==> src/rtl/branch_predictor_pkg.sv <==
// Shared LC-3b types for the branch predictor: word/op types, BTB geometry and entry layout.
// Counter width follows BP_TWO_BIT_COUNTER_EN (2-bit saturating when defined, 1-bit last-outcome otherwise).
package lc3b_types;

  localparam int INDEX_BITS = 4;
  localparam int PC_WIDTH   = 16;
  localparam int ENTRIES    = 1 << INDEX_BITS;
  localparam int TAG_W      = PC_WIDTH - INDEX_BITS - 1;

`ifdef BP_TWO_BIT_COUNTER_EN
  localparam int CTR_W = 2;
  localparam logic [CTR_W-1:0] CTR_RESET = 2'b01;
`else
  localparam int CTR_W = 1;
  localparam logic [CTR_W-1:0] CTR_RESET = 1'b0;
`endif

  typedef logic [PC_WIDTH-1:0] lc3b_word;
  typedef logic [3:0]          cf_op_t;

  localparam cf_op_t CF_NONE   = 4'd0;
  localparam cf_op_t CF_BRANCH = 4'd1;
  localparam cf_op_t CF_JMP    = 4'd2;
  localparam cf_op_t CF_JSR    = 4'd3;
  localparam cf_op_t CF_TRAP   = 4'd4;

  typedef struct packed {
    logic             valid;
    logic [TAG_W-1:0] tag;
    lc3b_word         target;
    logic             is_branch;
    logic [CTR_W-1:0] counter;
  } btb_entry_t;

endpackage

==> src/rtl/branch_predictor_if.sv <==
// Fetch lookup and commit training bundle. There is no handshake: update is a single-cycle
// strobe (one training event per cycle it is high) and the lookup answers pc combinationally.
interface branch_predictor_if;
  import lc3b_types::*;

  logic     update;
  logic     update_is_branch;
  lc3b_word update_pc;
  logic     update_taken;
  lc3b_word update_target;
  cf_op_t   update_op;
  lc3b_word pc;
  logic     is_control_flow;
  logic     should_take;
  lc3b_word address;

  modport master (
    output update, update_is_branch, update_pc, update_taken, update_target, update_op, pc,
    input  is_control_flow, should_take, address
  );

  modport slave (
    input  update, update_is_branch, update_pc, update_taken, update_target, update_op, pc,
    output is_control_flow, should_take, address
  );

endinterface

==> src/rtl/branch_predictor_counter.sv <==
// bp_counter: next direction-counter value for a BTB write.
// BP_TWO_BIT_COUNTER_EN selects 2-bit saturating; otherwise 1-bit last outcome.
module bp_counter
  import lc3b_types::*;
(
  input  logic [CTR_W-1:0] cur,
  input  logic             hit,
  input  logic             is_branch,
  input  logic             taken,
  output logic [CTR_W-1:0] next
);

`ifdef BP_TWO_BIT_COUNTER_EN
  always_comb begin
    next = 2'b11;
    if (is_branch) begin
      // a fresh allocation starts weakly biased toward the observed direction
      if (!hit)
        next = taken ? 2'b10 : 2'b01;
      else if (taken)
        next = (cur == 2'b11) ? cur : cur + 2'd1;
      else
        next = (cur == 2'b00) ? cur : cur - 2'd1;
    end
  end
`else
  logic unused_state;
  assign unused_state = ^{cur, hit};

  always_comb begin
    next = is_branch ? taken : 1'b1;
  end
`endif

endmodule

==> src/rtl/branch_predictor.sv <==
// Direct-mapped BTB with per-entry direction counters; combinational lookup, commit-time training.
// Counter flavour selected by BP_TWO_BIT_COUNTER_EN (see lc3b_types).
module branch_predictor
  import lc3b_types::*;
(
  input  logic               clk,
  input  logic               reset,
  branch_predictor_if.slave  bus
);

  btb_entry_t entries [ENTRIES];

  logic [INDEX_BITS-1:0] lk_idx;
  logic [TAG_W-1:0]      lk_tag;
  logic [INDEX_BITS-1:0] up_idx;
  logic [TAG_W-1:0]      up_tag;
  btb_entry_t            lk_entry;
  btb_entry_t            up_entry;
  btb_entry_t            new_entry;
  logic                  lk_hit;
  logic                  up_hit;
  logic                  write_en;
  logic [CTR_W-1:0]      next_counter;
  logic                  unused_pc_lsb;

  // bit 0 never selects an instruction, so it plays no part in index or tag
  assign unused_pc_lsb = bus.pc[0] ^ bus.update_pc[0];

  assign lk_idx   = bus.pc[INDEX_BITS:1];
  assign lk_tag   = bus.pc[PC_WIDTH-1:INDEX_BITS+1];
  assign lk_entry = entries[lk_idx];
  assign lk_hit   = lk_entry.valid && (lk_entry.tag == lk_tag);

  assign bus.is_control_flow = lk_hit;
  assign bus.should_take     = lk_hit && (lk_entry.is_branch ? lk_entry.counter[CTR_W-1] : 1'b1);
  assign bus.address         = lk_hit ? lk_entry.target : '0;

  assign up_idx   = bus.update_pc[INDEX_BITS:1];
  assign up_tag   = bus.update_pc[PC_WIDTH-1:INDEX_BITS+1];
  assign up_entry = entries[up_idx];
  assign up_hit   = up_entry.valid && (up_entry.tag == up_tag);
  assign write_en = bus.update && (bus.update_op != CF_NONE);

  bp_counter u_counter (
    .cur       (up_entry.counter),
    .hit       (up_hit),
    .is_branch (bus.update_is_branch),
    .taken     (bus.update_taken),
    .next      (next_counter)
  );

  always_comb begin
    new_entry           = up_entry;
    new_entry.valid     = 1'b1;
    new_entry.tag       = up_tag;
    new_entry.target    = bus.update_target;
    new_entry.is_branch = bus.update_is_branch;
    new_entry.counter   = next_counter;
  end

  always_ff @(posedge clk or posedge reset) begin
    if (reset) begin
      for (int i = 0; i < ENTRIES; i++) begin
        entries[i] <= '{valid: 1'b0, tag: '0, target: '0, is_branch: 1'b0, counter: CTR_RESET};
      end
    end else if (write_en) begin
      entries[up_idx] <= new_entry;
    end
  end

endmodule

==> src/flat_wrapper.sv <==
// flat-port wrapper written by rule: the top's interface ports become plain ports
module branch_predictor_flat import lc3b_types::*;
  (clk, reset, bus_update, bus_update_is_branch, bus_update_pc, bus_update_taken, bus_update_target, bus_update_op, bus_pc, bus_is_control_flow, bus_should_take, bus_address);
  branch_predictor_if bus_i ();
  input  logic clk;
  input  logic reset;
  input wire logic [$bits(bus_i.update)-1:0] bus_update;
  input wire logic [$bits(bus_i.update_is_branch)-1:0] bus_update_is_branch;
  input wire logic [$bits(bus_i.update_pc)-1:0] bus_update_pc;
  input wire logic [$bits(bus_i.update_taken)-1:0] bus_update_taken;
  input wire logic [$bits(bus_i.update_target)-1:0] bus_update_target;
  input wire logic [$bits(bus_i.update_op)-1:0] bus_update_op;
  input wire logic [$bits(bus_i.pc)-1:0] bus_pc;
  output wire logic [$bits(bus_i.is_control_flow)-1:0] bus_is_control_flow;
  output wire logic [$bits(bus_i.should_take)-1:0] bus_should_take;
  output wire logic [$bits(bus_i.address)-1:0] bus_address;
  assign bus_i.update = bus_update;
  assign bus_i.update_is_branch = bus_update_is_branch;
  assign bus_i.update_pc = bus_update_pc;
  assign bus_i.update_taken = bus_update_taken;
  assign bus_i.update_target = bus_update_target;
  assign bus_i.update_op = bus_update_op;
  assign bus_i.pc = bus_pc;
  assign bus_is_control_flow = bus_i.is_control_flow;
  assign bus_should_take = bus_i.should_take;
  assign bus_address = bus_i.address;
  branch_predictor u_core (.clk(clk), .reset(reset), .bus(bus_i));
endmodule
==> config.mk <==
export PLATFORM = sky130hd
export DESIGN_NAME = branch_predictor_flat
export DESIGN_NICKNAME = d
export VERILOG_FILES = /design/src/rtl/branch_predictor_pkg.sv /design/src/rtl/branch_predictor_if.sv /design/src/rtl/branch_predictor_counter.sv /design/src/rtl/branch_predictor.sv /design/src/flat_wrapper.sv
export SDC_FILE = /design/constraint.sdc
export NUM_CORES = 1
export LEC_CHECK = 0
export CAP_MARGIN = 20
export CORE_MARGIN = 1.5
export CORE_UTILIZATION = 66
export CTS_BUF_LIST = sky130_fd_sc_hd__clkbuf_4
export CTS_CLUSTER_SIZE = 16
export DETAILED_ROUTE_END_ITERATION = 10
export DONT_BUFFER_PORTS = 1
export PLACE_DENSITY = 0.79
export SYNTH_ARGS = -nofsm -noshare
export SYNTH_HDL_FRONTEND = slang
export SYNTH_SLANG_ARGS = --single-unit
==> constraint.sdc <==
create_clock -name clk -period 20 [get_ports clk]
set_input_delay 2 -clock clk [delete_from_list [all_inputs] [get_ports clk]]
set_output_delay 2 -clock clk [all_outputs]
set_load 0.01 [all_outputs]
==> results.txt <==
- In the post-route analysis, the smallest setup slack over all paths is 13.07 ns.
* Final setup TNS: 0 ns
- Of the cells placed in the final design, the portion with a size suffix greater than 1 is 55.11%.
- After the last flow step, the layout net total stands at 1,457.
- The finished cells cover 23,540 um2.
- Root buffer selected by CTS: clkbuf_4
- Cell count after placement: 1,720
- Wirelength per Cell: 24.11 um
* Post-DP HPWL: 24.11 mm
- DRC viols: 0
- DIE AREA: 34,070 um2
- The share of total power dissipated in the clock network is 31.2%.
* Die Wd: 184.6 um
- The number of setup buffers added after CTS is 0.
- Drt pass-1 iters: 4
- The total overflow left after global routing is 0.
- OpenSTA, run right after detailed placement, puts the worst setup slack at 13.10 ns.
* Top library cells by usage in the layout, fill and taps aside: dfrtp_1 (480), mux2_2 (442), clkbuf_4 (182)
- Cell count after synthesis: 1,373
- Port Buffer Count: 0
* Util after Layout: 72.34%
* Max-cap viol count: 0
- Setup violations remaining at the end of the flow were counted as 0.
- For this design the ratio of total power to cell area is 108.1 nW/um2.
- Hold WS: 0.4678 ns
* Number of synthesized register bits: 480
* Number of hold-slack violations in the final timing report: 0
* Area taken by multi-input logic gates: 9303 um2
- After detailed routing, the total wire length is 46.29 mm.
- Max Clock Freq: 144.3 MHz
- Each instance of the synthesized netlist takes up on average 15.85 um2.
* Gates resized, CTS repair: 0
* Reported leakage power: 10.10 nW
- u_core.entries holds more flip-flops than any other register.
- Synth warn: 0
- For the worst setup path, the data required time is 18.00 ns.
- The number of global-route vias before repair came to 13,163.
- Power dissipated by switching net loads: 619.3 uW
* Number of flip-flops under the largest register name: 480
- Slew at the pin closest to its max-slew limit: 1.139 ns
- The first global-routing pass estimated 73.76 mm of wire.
- After floorplanning, the core was divided into 66 placement rows.
- In this run, the number of DRC markers left after iteration 0 of detailed routing was 732.
- The number of slew-limit violations in the final report is 0.
- Critical path launch point type: input pin
* Core Box Area: 32,540 um2
- Layout Area Growth over Synthesis: 8.152%
- Total CTS buffers: 120
- Period utilization: 34.65%
- Excluding fillers, the count of instances in the completed layout stands at 1,920.
- Min cycle time layout: 6.931 ns
* Status: finished clean
- Vertical die dimension: 184.6 um
* Internal power summed over all cells: 1.925 mW
* Switching Fraction: 24.34%
* Initial antenna violation count: 1
- The H-tree was split into 3 levels.
* Largest net degree at the start of global routing: 129
- Sequential cell area fraction in the yosys report: 55.19%
* Largest registers: u_core.entries x480
- Once detail routing completed, the nets flagged for antenna violations numbered 0.
- Of the total power, registers draw 51.6%.
* Headroom to the max-slew limit: 23.89%
- Final GP Congestion: 0.7126
- The clock reaches the later pin of the worst-skew pair after 0.76 ns.
- The layout has 2,177 filler cells.
- Dividing the detail-routed via count by the number of cells gives 6.260.
- Overall global routing resource usage: 29.14%
- For the worst setup path, the data arrival time is 4.93 ns.
* Peak fanout along the critical path: 54
- VDD sags by at most 0.06076 mV.
- Clk sinks: 480
- Path category of the worst min-delay check: flip-flop to flip-flop
- For the final database, setup skew stands at 0 ns.
- Cts-stage hold buffer count: 0
- Most frequent standard cell in the layout excluding fill and tap cells: dfrtp_1
- The number of nets handed over by synthesis was 1,430.
* CTS tree: done
* Crit Path Class: input pin to output pin
* Type of element capturing the critical path: output pin
- Routed via count: 12,019
- For this configuration, the core starts out at a cell density of 66.89%.
* Power share of the combinational group: 17.2%
* Buffer levels on the longest clock path: 3
* Power Total: 2.544 mW
- Unrepaired setup endpoints after global routing: no
- Netlist cell types: 42
* Dpl cell area: 22,080 um2
* Clock transition at the registers of the reported paths: 0.07 ns
- During I/O placement, the number of pins put on the boundary was 75.
- The synthesized netlist occupies a cell area of 21,760 um2.
- The sequential cells in the finished layout cover a total of 12,010 um2.
-- routing by layer --
layer,part of all wire (%),track usage (%)
met5,0,0
met4,1.6,8.984
met3,5.2,6.106
met2,48,45.65
met1,45,41.59
-- cells by family (layout without fill, tap and decap cells) --
logic type	Yosys count	in the layout	share of synthesized area [%]
muxes	592	592	37.24
DFF	480	480	55.19
buffers and inverters	126	230	2.495
and+or+nand+nor	107	107	2.806
AOI/OAI and AO/OA	49	49	1.506
xor gates and xnor gates	19	19	0.7646
other	0	1	0
-- path summary, 6_finish.rpt --
path                                startpoint                  end  slack (ns)  cells past startpoint
setup / recovery                     bus_pc[2]       bus_address[0]       13.07                      7
hold / removal              u_core.entries[89]   u_core.entries[89]        0.47                      1
setup reg to reg           u_core.entries[179]  u_core.entries[179]       19.21                      1
hold reg to reg             u_core.entries[89]   u_core.entries[89]        0.47                      1
max in group asynchronous                reset  u_core.entries[447]       16.44                      3
min in group asynchronous                reset   u_core.entries[35]        1.22                      1
-- cell type report --
type	count	area share, %
clock buffer	182	5.805
timing repair buffer	22	0.7176
sequential	480	51.03
tap	442	2.350
inverter	9	0.1754
antenna	1	0.01063
multi-input combinational	767	39.52
clock inverter	17	0.3880
-- power by group through the flow --
stage                     clock (mW)  sequential (mW)  combinational [mW]
after floorplan                    0             1.29               0.401
after CTS                      0.812             1.31               0.443
after detailed placement           0             1.33               0.441
final                          0.793             1.31               0.438
after global routing           0.861             1.34               0.475
after global placement             0             1.31               0.424
-- Yosys cell counts, drive strengths merged --
cell	instances	share of area (%)
or2	12	0.34
o21ai	12	0.28
nor2b	16	0.74
nand2b	13	0.37
a21oi	15	0.34
and3	2	0.057
o21a	1	0.035
and2b	4	0.14
nand2	28	0.48
a22oi	1	0.035
o32ai	6	0.24
o221ai	2	0.081
buf	36	0.94
clkbuf	81	1.4
mux2	442	23
mux4	129	13
a211o	1	0.040
nor2	23	0.43
nand3b	2	0.069
o41a	1	0.052
xor2	9	0.36
o211ai	2	0.069
dfrtp	480	55
a211oi	1	0.035
or4	1	0.035
nand3	1	0.023
o22a	1	0.040
o41ai	1	0.075
mux2i	21	0.97
xnor2	10	0.40
nor3	5	0.11
o2111ai	3	0.12
o22ai	1	0.029
a21o	1	0.035
inv	9	0.16
-- worst max-delay path, cell delays in order --
cell and delay (ns):
mux4_1 0.54, mux2i_1 0.29, xor2_1 0.22, a22oi_1 0.11
a211o_1 0.22, or4_2 1.07, and2b_1 0.44
Note: power is estimated with default switching activity, not from simulation.
